File: config.mk
export PLATFORM = sky130hd
export DESIGN_NAME = skid_pipeline
export DESIGN_NICKNAME = d
export VERILOG_FILES = /design/src/rtl/skid_pipeline.sv
export SDC_FILE = /design/constraint.sdc
export NUM_CORES = 1
export LEC_CHECK = 0
export ABC_AREA = 0
export BUFFER_PORTS_ARGS = -buffer_cell sky130_fd_sc_hd__buf_2
export CORE_ASPECT_RATIO = 0.6
export CORE_MARGIN = 2
export CORE_UTILIZATION = 49
export CTS_BUF_LIST = sky130_fd_sc_hd__clkbuf_4
export DETAILED_ROUTE_END_ITERATION = 12
export PLACE_DENSITY_LB_ADDON = 0.15
export SYNTH_ARGS = -nofsm -noshare
export SYNTH_HDL_FRONTEND = slang
export SYNTH_SLANG_ARGS = --single-unit
File: constraint.sdc
create_clock -name clk -period 2.6 [get_ports clk]
set_clock_uncertainty 0.15 [all_clocks]
set_input_delay 0.39 -clock clk [delete_from_list [all_inputs] [get_ports clk]]
set_output_delay 0.39 -clock clk [all_outputs]
set_load 0.03 [all_outputs]
File: src/rtl/skid_pipeline.sv
// skid_pipeline: chain of registered-ready skid stages with flush and occupancy count
module skid_pipeline #(
  parameter int DATA_WIDTH = 32,
  parameter int STAGES = 2,
  localparam int OCC_W = $clog2(2*STAGES+1)
) (
  input  logic                  clk,
  input  logic                  rst_n,
  input  logic                  flush,
  input  logic [DATA_WIDTH-1:0] in_data,
  input  logic                  in_valid,
  output logic                  in_ready,
  output logic [DATA_WIDTH-1:0] out_data,
  output logic                  out_valid,
  input  logic                  out_ready,
  output logic [OCC_W-1:0]      occupancy
);
  logic [STAGES-1:0] mv, sv, acc, drn;
  logic [STAGES:0] vin, rdy;
  logic [DATA_WIDTH-1:0] md [STAGES];
  logic [DATA_WIDTH-1:0] sd [STAGES];
  logic [DATA_WIDTH-1:0] din [STAGES+1];
  logic rdy_en;
  assign in_ready = rdy_en & !sv[0] & !flush;
  assign out_valid = mv[STAGES-1] & !flush;
  assign out_data = md[STAGES-1];
  // stage k accepts from stage k-1 (or upstream) and drains into stage k+1 (or downstream)
  always_comb begin
    vin = {mv, in_valid};
    rdy = {out_ready & !flush, ~sv};
    rdy[0] = in_ready;
    acc = vin[STAGES-1:0] & rdy[STAGES-1:0];
    drn = mv & rdy[STAGES:1];
    din[0] = in_data;
    for (int k = 0; k < STAGES; k++) din[k+1] = md[k];
  end
  // occupancy is the number of held words across all main and skid registers
  always_comb begin
    occupancy = '0;
    for (int k = 0; k < STAGES; k++) occupancy = occupancy + OCC_W'(mv[k]) + OCC_W'(sv[k]);
  end
  // per-stage EMPTY/BUSY/FULL transitions; data registers load only on acceptance
  always_ff @(posedge clk or negedge rst_n)
    if (!rst_n) begin
      rdy_en <= 1'b0;
      mv <= '0;
      sv <= '0;
      for (int k = 0; k < STAGES; k++) begin
        md[k] <= '0;
        sd[k] <= '0;
      end
    end else begin
      rdy_en <= 1'b1;
      mv <= {STAGES{!flush}} & (sv | acc | (mv & ~drn));
      sv <= {STAGES{!flush}} & ~drn & (sv | (mv & acc));
      for (int k = 0; k < STAGES; k++) begin
        if (sv[k] & drn[k]) md[k] <= sd[k];
        else if (acc[k] & (!mv[k] | drn[k])) md[k] <= din[k];
        if (acc[k] & mv[k] & !drn[k]) sd[k] <= din[k];
      end
    end
endmodule
# Word-level counts from Yosys, hierarchy flattened
# Cells that the tools add are included.
classes:
  n_addsub: 3
  n_reduce_logical: 8
  n_bitwise: 26
  n_mux: 4
ops:
  columns: ["cell", "count"]
  rows:
  - ["2-to-1 mux 32 bit", 4]
  - ["AND 2 bit", 7]
  - ["AND 1 bit", 12]
  - ["logical NOT 1 bit", 6]
  - ["OR 2 bit", 3]
  - ["NOT 2 bit", 2]
  - ["nonzero test 2 bit", 2]
  - ["adder 2 x 1 -> 3 bit", 1]
  - ["adder 3 x 1 -> 3 bit", 1]
  - ["adder 1 x 1 -> 2 bit", 1]
  - ["OR 1 bit", 2]
totals:
  output_inout_bits: 37
  ff_bits: 133
  in_bits: 37

# Depth between registers and ports, before layout
# Gate-level depths: netlist of the first run.
depth:
  ltp_word: 7
  depth_mapped: 6
  depth_no_buf: 5

# Worst setup path after synthesis of the first run
# OpenSTA, ideal clock, no wires.
synth_timing:
  kind: "reg-to-output"
  startpoint: "register mv[0]"
  endpoint: "output occupancy[1]"
  setup_slack_ps: 398
  t_arrival_ps: 1662
  path_buffers: 1
  path_stages_with_launch: 7
  t_required_ps: 2060
  cell_sequence: "dfrtp_1 > buf_4 > inv_1 > fa_1 > inv_1 > ha_1 > ha_1"
synth_via:
  elab_chain_cells: 3
synth_lines:
  columns: ["item", "line", "rtl"]
  rows:
  - ["start, declared", "18", "logic [STAGES-1:0] mv, sv, acc, drn;"]
  - ["start signal, assigned", "54", "mv <= {STAGES{!flush}} & (sv | acc | (mv & ~drn));"]
  - ["adder 1 x 1 -> 2 bit", "40", "for (int k = 0; k < STAGES; k++) occupancy = occupancy + OCC_W'(mv[k]) + OCC_W'(sv[k]);"]
  - ["adder 2 x 1 -> 3 bit", "40", null]
  - ["adder 3 x 1 -> 3 bit", "40", null]
  - ["end, declared", "16", "output logic [OCC_W-1:0] occupancy"]
# Every way passes these cells.

# Final worst setup path of the first run
# Same ends and word-level chain as after synthesis.

==> flow_summary_export.csv, run 1 <==
group,metric,value,unit
status,status,"finished, final reports clean",
sta,timing.final.setup_violations,0,
sta,time_the_worst_path_needs_with_i_o_delays_and_setup,2.587,ns
logic_synthesis,ys.flop_type,"dfrtp_1",
critical_path,critPathKind,"reg2out",
critical_path,startpoint_type,"register",
sta,grt_setup_unrepaired,"yes",
placed_design,post_dp_cell_area,6593,µm²
sta,timing_max_transition_violations_final,0,
pwr,design_power_total,5613,µW
pwr,power_density,770.2,nW/µm²
logic_synthesis,synth.distinct_cells,32,
sta,max-slew-margin-rel,52.75,%
logic_synthesis,synth_sequential_area_ratio,53.08,%
drt,routed-via-count,3517,
grt,grt_usage,18.36,%
finish,final-seq-area,3329,µm²
drt,viasPerCell,5.180,
logic_synthesis,yosysTopAreaCell,"dfrtp_1",
die,initial_core_util,51.15,%
placed_design,port_buffers,73,
critical_path,worst_ep_required_time,2.06,ns
sta,max_slew.worst_pin.slew,0.7025,ns
sta,clock.fmax,386.5,MHz
placed_design,routabilityCongestion,0.7946,
grt,grt_max_degree,73,
finish,area_growth_syn_to_fin,16.24,%
logic_synthesis,post_synth_instance_area,6270,µm²
logic_synthesis,ys_ff_latch,133,
die,die_height,91.62,µm
finish,layout-drive-gt1-share,60.51,%
logic_synthesis,syn_nets,456,
clocking,h_tree_level_count,4,
die,fp.dieW,150.0,µm
logic_synthesis,synth_area_leaders,"dfrtp_1 (53%), mux2_2 (27%), mux2_4 (7.2%)",
grt,grt_antenna_before_repair,0,
sta,setup_tns,0,ns
logic_synthesis,synth.yosys.warnings,0,
die,fp-row-count,31,
die,core,12260,µm²
clocking,cts.root.buffer_cell,"clkbuf_4",
clocking,cts_tree,"yes",
drt,routed_wirelength,11.62,mm
die,num_io_pins,74,
drt,drt_drc_violations_left,0,
run,timing.max_cap.violations,0,
finish,nFillCells,1007,
sta,report.final.hold_viol_count,0,
clocking,cts.sinks,133,
pwr,vdd_drop_max,373.2,µV
logic_synthesis,async_reset_ff_share,100.0,%
drt,antenna_left,0,
pwr,power.leakage,0.003575,µW
drt,drtIter0Drc,154,
logic_synthesis,syn-mean-instance-area,15.07,µm²
clocking,clk-insertion-delay-late,0.52,ns
grt,grt_pass1_wl,19.22,mm
sta,post-route-period-util,99.52,%
finish,final_design_area_no_fill,7288,µm²
critical_path,critical_path_peak_fanout,2,
drt,wl_per_cell,17.12,µm
logic_synthesis,synthesis.instances,416,
grt,grt_overflow_total,0,
drt,drt_pre_antenna_iters,4,
clocking,tritoncts.num_buffers,17,
finish,mostFrequentLayoutCell,"mux2_2",
die,fp.dieArea,13750,µm²
placed_design,placement.setup.worst_slack,0.2837,ns
finish,diodes,0,
logic_synthesis,number_of_enable_flip_flop_cells_after_synthesis,0,
grt,first_global_vias,3680,
logic_synthesis,synth_top_area_share,53.08,%
finish,most-common-layout-cells,"mux2_2 (152), dfrtp_1 (132), buf_2 (70)",
finish,multi_input_area,2540,µm²
worst_hold_path,min-delay-path-class,"in2reg",
sta,setup_slack,0.01251,ns
critical_path,worstPathArrival,2.05,ns
clocking,clk_path_buf_depth,2,
critical_path,critical_path.endpoint_type,"output port",
finish,finalNetCount,543,
clocking,clk_pin_slew_worst_paths,0.09,ns
placed_design,dpl.hpwl,7.136,mm
-- report_power, final --
part           switching [µW]  total, µW  internal (µW)  leakage [µW]
clock network             717       1400            683      0.000154
registers                 256       2780           2520       0.00170
logic                     765       1440            671       0.00172
total                    1740       5610           3870       0.00357
-- logic make-up after synthesis --
family	count (synthesis)	share of synthesized area (%)
fa+ha+maj	3	0.7184
flops	133	53.08
mux	185	35.00
other cells	1	0.05981
simple gates	18	2.395
buf+inv	62	6.885
compound gates	14	1.856
-- registers in the layout, indices dropped and copies added, names as in the netlist --
| register | cells |
|---|---|
| sv | 2 |
| mv | 2 |
| sd | 64 |
| out_data | 32 |
| rdy_en | 1 |
| din | 32 |
-- synthesized netlist by cell type (all sizes together), types with 2 or more instances --
library cell	instances
nand2b	3
a31oi	2
inv	9
a21oi	4
mux2	184
ha	2
buf	53
dfrtp	133
nand2	2
nor2	5
a221o	4
-- what timing repair did --
item                       CTS  global route
hold buffers                35             0
resized for setup            7             5
setup endpoints to repair    3             3
buffers inserted             2             1
gates cloned                 0             0
hold endpoints to repair   103             0
pin swaps                    2             1
-- layout make-up --
type / count / share of cell area [%]
multi-input cells: 221 / 34.85
flip-flops and latches: 133 / 45.68
well taps: 165 / 2.833
clock buffers: 20 / 2.060
inverters: 9 / 0.4635
repair buffers: 121 / 12.27
clock inverters: 10 / 1.837
-- metrics by stage --
step | hold slack, ns | std cells | util [%]
2_1_floorplan | -0.05559 | 416 | -
6_report | 0.04320 | 679 | 59.46
4_1_cts | 0.0006264 | 678 | 59.27
3_3_place_gp | 0.3032 | 611 | 53.79
3_5_place_dp | 0.3069 | 611 | 53.79
5_1_grt | 0.01434 | 679 | 59.46
-- worst paths after layout --
path / startpoint / endpoint / slack, ns / cells past startpoint
max in group asynchronous: rst_n / sd[55] / 1.29 / 3
min in group asynchronous: rst_n / out_data[2] / 0.30 / 2
hold / removal: flush / mv[1] / 0.04 / 2
setup / recovery: mv[0] / occupancy[1] / 0.01 / 6
hold reg to reg: din[61] / out_data[29] / 0.35 / 1
setup reg to reg: sv[1] / out_data[14] / 0.42 / 4
-- layer usage --
metal / part of all wire (%) / routed length [µm] / track usage [%] / up-vias
li1: - / - / - / 1620
met1: 51 / 5946 / 26.78 / 1820
met2: 44 / 5105 / 27.09 / 64
met3: 3.9 / 448 / 4.975 / 13
met4: 1.1 / 124 / 4.953 / 0
met5: 0 / 0 / 0 / -
-- worst max-delay path, stage by stage, from the launching register on --
cell     delay (ns)
dfrtp_1        0.37
inv_2          0.06
fa_1           0.55
inv_2          0.05
ha_4           0.15
ha_4           0.25
buf_6          0.12
Power figures use the tool's default switching activity.
==> run 2: changes to the inputs <==
--- a/config.mk
+++ b/config.mk
@@ -10,7 +10,7 @@
 export CORE_ASPECT_RATIO = 0.6
 export CORE_MARGIN = 2
 export CORE_UTILIZATION = 49
-export CTS_BUF_LIST = sky130_fd_sc_hd__clkbuf_4
+export CTS_BUF_LIST = sky130_fd_sc_hd__clkbuf_2 sky130_fd_sc_hd__clkbuf_4 sky130_fd_sc_hd__clkbuf_8
 export DETAILED_ROUTE_END_ITERATION = 12
 export PLACE_DENSITY_LB_ADDON = 0.15
 export SYNTH_ARGS = -nofsm -noshare
==> run 2 against run 1 <==
Against the previous run: sequential power about the same; fmax is 2.6% higher; global-route usage down 0.33 points; sequential cell count is the same; first-iteration DRC count grew 3.2%; design area fell by 3.5%; cell count fell by 5.3%; critical path depth unchanged; critical path type unchanged; highest routed layer unchanged.
==> flow_summary_export.csv, run 2 (synthesis gave the netlist of run 1 again) <==
group,metric,value,unit
finish,layout-drive-gt1-share,64.23,%
drt,viasPerCell,5.230,
finish,diodes,0,
drt,antenna_left,0,
finish,most_flops_register,"sd",
pwr,design_power_total,5906,µW
clocking,tritoncts.num_buffers,17,
placed_design,placed_cells,611,
grt,grt_max_degree,73,
die,die_height,91.62,µm
status,status,"finished, final reports clean",
drt,drt_drc_violations_left,0,
sta,post-route-period-util,96.97,%
die,core,12260,µm²
clocking,clk_path_buf_depth,2,
grt,grt_pass1_wl,18.78,mm
placed_design,port_buffers,73,
pwr,power_density,839.8,nW/µm²
sta,timing.final.setup_violations,0,
sta,max-slew-margin-rel,52.38,%
finish,final_cell_count_no_fill,643,
die,fp.dieArea,13750,µm²
sta,grt_setup_unrepaired,"no",
sta,timing_max_transition_violations_final,0,
drt,routed_wirelength,11.34,mm
finish,most-common-layout-cells,"mux2_2 (152), dfrtp_1 (132), buf_2 (71)",
placed_design,post_dp_cell_area,6593,µm²
finish,multi_input_area,2540,µm²
critical_path,delay_contributed_by_the_slowest_stage_of_the_critical_path,0.54,ns
sta,max_slew.worst_pin.slew,0.7079,ns
finish,final_design_area_no_fill,7033,µm²
critical_path,startpoint_type,"register",
sta,time_the_worst_path_needs_with_i_o_delays_and_setup,2.521,ns
run,timing.max_cap.violations,0,
pwr,vdd_drop_max,366.4,µV
critical_path,worst_ep_required_time,2.06,ns
critical_path,path_common_cell,"ha_4",
die,num_io_pins,74,
sta,setup_tns,0,ns
pwr,power.leakage,0.003466,µW
critical_path,critical_path_peak_fanout,2,
drt,drt_pre_antenna_iters,4,
critical_path,critical_path.endpoint_type,"output port",
placed_design,routabilityCongestion,0.7946,
grt,grt_overflow_total,0,
finish,mostFrequentLayoutCell,"mux2_2",
finish,area_growth_syn_to_fin,12.17,%
clocking,cts.root.buffer_cell,"clkbuf_8",
clocking,h_tree_level_count,4,
sta,report.final.hold_viol_count,0,
grt,first_global_vias,3573,
placed_design,dpl.hpwl,7.136,mm
clocking,cts.sinks,133,
clocking,clk-insertion-delay-late,0.43,ns
critical_path,critPathKind,"reg2out",
drt,drtIter0Drc,159,
die,fp-row-count,31,
finish,nFillCells,1026,
drt,routed-via-count,3363,
sta,clock.fmax,396.6,MHz
worst_hold_path,min-delay-path-class,"in2reg",
drt,wl_per_cell,17.63,µm
grt,grt_antenna_before_repair,0,
finish,finalNetCount,507,
critical_path,worstPathArrival,1.98,ns
critical_path,slowest_stage,"fa_1",
grt,grt_usage,18.03,%
clocking,clk_pin_slew_worst_paths,0.08,ns
die,fp.dieW,150.0,µm
finish,final-seq-area,3329,µm²
clocking,cts_tree,"yes",
finish,largest_reg_flops,64,
critical_path,critical_path.cell_chain,"inv_2 > fa_1 > inv_1 > ha_4 > ha_4 > buf_6",
die,initial_core_util,51.15,%
-- run 2: cell types whose count changed in the layout (fill, tap and decap cells not counted), sizes merged --
cell,previous run,this run
dlygate4sd3,35,1
buf,86,84
-- run 2: area by class of cell --
type / instances / area share (%)
repair buffers: 85 / 7.579
clock inverters: 10 / 1.904
clock buffers: 20 / 3.647
multi-input cells: 221 / 36.11
well taps: 165 / 2.935
flip-flops and latches: 133 / 47.34
inverters: 9 / 0.4803
-- run 2: power by group --
part / switching (µW) / internal, µW / leakage, µW
Combinational: 757 / 637 / 0.00157
Sequential: 256 / 2520 / 0.00170
Clock: 768 / 963 / 0.000198
Total: 1780 / 4120 / 0.00347
-- run 2: layer usage --
metal	up-vias	track usage, %	wire length (µm)	share of wire [%]
li1	1548	-	-	-
met1	1746	26.85	5875	52
met2	55	25.61	4891	43
met3	14	5.174	448	4.0
met4	0	5.189	122	1.1
met5	-	0	0	0
-- run 2: final timing paths --
check / slack (ns) / endpoint / cells past startpoint / startpoint
worst max-delay path: 0.08 / occupancy[1] / 6 / mv[0]
worst min-delay path: 0.04 / sd[62] / 2 / in_data[30]
worst max register to register: 0.43 / out_data[14] / 4 / sv[1]
worst min register to register: 0.34 / sd[37] / 1 / sd[37]
max in group asynchronous: 1.20 / sd[55] / 3 / rst_n
min in group asynchronous: 0.39 / sd[34] / 2 / rst_n
-- run 2: critical path, delay by kind of cell, from the launching register on --
family	cells	cell delay [ns]
buf+inv	3	0.25
flops	1	0.36
fa+ha+maj	3	0.95
-- run 2: per-stage QoR --
stage	utilization, %	setup WS, ns	hold WS (ns)
finish	57.38	0.07878	0.03909
detailed placement	53.79	0.2837	0.3069
floorplan	-	0.3978	-0.05559
CTS	57.18	0.001664	0.01516
global placement	53.79	0.3116	0.3032
global route	57.38	0.009081	0.02312
-- run 2: what timing repair did --
| item | 4_1_cts | 5_1_grt |
|---|---|---|
| pin swaps | 0 | 1 |
| hold buffers | 1 | 0 |
| resized for setup | 3 | 4 |
| buffers inserted | 1 | 0 |
| setup endpoints to repair | 3 | 1 |
| endpoints found under the hold margin | 70 | 0 |
==> run 3: changes to the inputs <==
--- a/config.mk
+++ b/config.mk
@@ -6,13 +6,14 @@
 export NUM_CORES = 1
 export LEC_CHECK = 0
 export ABC_AREA = 0
-export BUFFER_PORTS_ARGS = -buffer_cell sky130_fd_sc_hd__buf_2
 export CORE_ASPECT_RATIO = 0.6
 export CORE_MARGIN = 2
 export CORE_UTILIZATION = 49
 export CTS_BUF_LIST = sky130_fd_sc_hd__clkbuf_2 sky130_fd_sc_hd__clkbuf_4 sky130_fd_sc_hd__clkbuf_8
 export DETAILED_ROUTE_END_ITERATION = 12
+export DONT_BUFFER_PORTS = 1
 export PLACE_DENSITY_LB_ADDON = 0.15
+export RECOVER_POWER = 50
 export SYNTH_ARGS = -nofsm -noshare
 export SYNTH_HDL_FRONTEND = slang
 export SYNTH_SLANG_ARGS = --single-unit
==> run 3 against run 2 <==
Against the previous run: the run now ends with hold timing left; clock power up 7%; critical endpoint unchanged; core utilization shrank 0.31 points; fmax up 1.9%; sequential cell count is the same.
==> flow_summary_export.csv, run 3 (synthesis gave the netlist of run 1 again) <==
group,metric,value,unit
worst_hold_path,min-delay-path-class,"in2async",
clocking,clk-insertion-delay-late,0.42,ns
drt,drt_drc_violations_left,0,
sta,max_slew.worst_pin.slew,0.7358,ns
sta,timing_max_transition_violations_final,0,
die,num_io_pins,74,
pwr,swShare,29.81,%
sta,setup_tns,0,ns
finish,largest_reg_flops,64,
sta,timing.final.setup_violations,0,
pwr,clkPwrFrac,31.9,%
finish,most-common-layout-cells,"mux2_2 (152), dfrtp_1 (132), dlygate4sd3_1 (35)",
pwr,share_seq_of_total_power,55.7,%
pwr,total_switching_power,1726,µW
pwr,internal_power,4064,µW
clocking,cts.root.buffer_cell,"clkbuf_8",
finish,area_growth_syn_to_fin,11.57,%
clocking,cts.sinks,133,
pwr,power_density,827.7,nW/µm²
grt,grt_max_degree,134,
critical_path,critPathKind,"reg2out",
clocking,clk_pin_slew_worst_paths,0.08,ns
drt,routed_wirelength,11.43,mm
drt,wl_per_cell,18.86,µm
grt,grt_usage,18.23,%
clocking,h_tree_level_count,4,
drt,drtIter0Drc,94,
sta,post-route-period-util,95.20,%
grt,grt_overflow_total,0,
critical_path,r2r-start,"sv[1]",
critical_path,startpoint_type,"register",
clocking,tritoncts.num_buffers,17,
die,fp-row-count,31,
finish,finalNetCount,468,
critical_path,worstRegToRegCells,4,
clocking,clk_path_buf_depth,2,
critical_path,worst_ep_required_time,2.06,ns
die,initial_core_util,51.15,%
drt,drt_pre_antenna_iters,4,
die,fp.dieArea,13750,µm²
pwr,combinationalPowerShare,12.3,%
finish,most_flops_register,"sd",
pwr,power.leakage,0.003305,µW
die,fp.dieW,150.0,µm
sta,finalHoldWorstSlack,-0.4930,ns
placed_design,port_buffers,0,
critical_path,regToRegEndpoint,"out_data[22]",
drt,antenna_left,0,
pwr,design_power_total,5790,µW
run,timing.max_cap.violations,0,
sta,grt_setup_unrepaired,"no",
drt,viasPerCell,5.295,
grt,grt_pass1_wl,18.87,mm
die,core,12260,µm²
status,status,"complete, but fails checks",
finish,layout-drive-gt1-share,52.83,%
clocking,cts_tree,"yes",
sta,max-slew-margin-rel,50.51,%
grt,first_global_vias,3432,
finish,diodes,0,
sta,time_the_worst_path_needs_with_i_o_delays_and_setup,2.475,ns
finish,mostFrequentLayoutCell,"mux2_2",
critical_path,critical_path_peak_fanout,2,
die,die_height,91.62,µm
status,violations,"hold timing",
grt,grt_antenna_before_repair,0,
pwr,vdd_drop_max,330.4,µV
placed_design,dpl.hpwl,6.527,mm
drt,routed-via-count,3209,
sta,clock.fmax,404.0,MHz
critical_path,worstPathArrival,1.94,ns
critical_path,critical_path.endpoint_type,"output port",
sta,report.final.hold_viol_count,133,
placed_design,routabilityCongestion,0.7472,
clocking,hold_buffers,35,
critical_path,reg2reg_slack,0.22,ns
==> run 3: timing repair <==
| action | in CTS | in global routing |
|---|---|---|
| endpoints found under the hold margin | 169 | 133 |
| resized for setup | 2 | 1 |
| endpoints found under the setup margin | 3 | 1 |
| setup buffers | 1 | 0 |
==> run 3: stage by stage <==
stage | setup WS [ns] | utilization, % | instances | cell area, µm²
6_report | 0.1249 | 57.07 | 606 | 6995
5_1_grt | 0.01377 | 57.07 | 606 | 6995
4_1_cts | 0.02660 | 57.02 | 606 | 6989
3_5_place_dp | 0.2744 | 50.55 | 538 | 6196
3_3_place_gp | 0.3101 | 50.55 | 538 | 6196
2_1_floorplan | 0.3978 | - | 416 | 6270
==> run 3: cell type report <==
type | count | area [µm²]
clock inverter | 11 | 148.9
inverter | 9 | 33.78
sequential | 133 | 3329
fill | 1013 | 5261
timing repair buffer | 46 | 466.7
tap | 165 | 206.4
clock buffer | 21 | 282.8
multi-input combinational | 221 | 2527
==> run 3: worst max-delay path by stage <==
stage	startpoint	to	slack, ns	depth (start not counted)
2_1_floorplan	mv[0]	occupancy[1]	0.40	6
3_3_place_gp	sv[1]	occupancy[1]	0.31	5
3_5_place_dp	sv[1]	occupancy[1]	0.27	5
4_1_cts	mv[0]	occupancy[1]	0.03	5
5_1_grt	mv[0]	occupancy[1]	0.01	5
6_report	mv[0]	occupancy[1]	0.12	5
==> run 3: power groups by stage <==
stage,sequential [µW],combinational [µW],clock [µW]
detailed placement,3280,672,0
global route,3300,788,2010
global placement,3250,648,0
floorplan,2730,1330,0
finish,3230,714,1850
CTS,3240,725,1910
==> run 3: critical path, cell delays in order, from the launching register on <==
cell,delay (ns)
dfrtp_1,0.34
inv_1,0.07
fa_1,0.54
inv_1,0.04
ha_1,0.20
ha_4,0.33
==> run 3: routing by layer <==
| layer | wire length (µm) | global-route usage [%] |
|---|---|---|
| met1 | 5772 | 26.15 |
| met2 | 4898 | 26.18 |
| met3 | 677 | 5.970 |
| met4 | 82 | 5.896 |
| met5 | 0 | 0 |
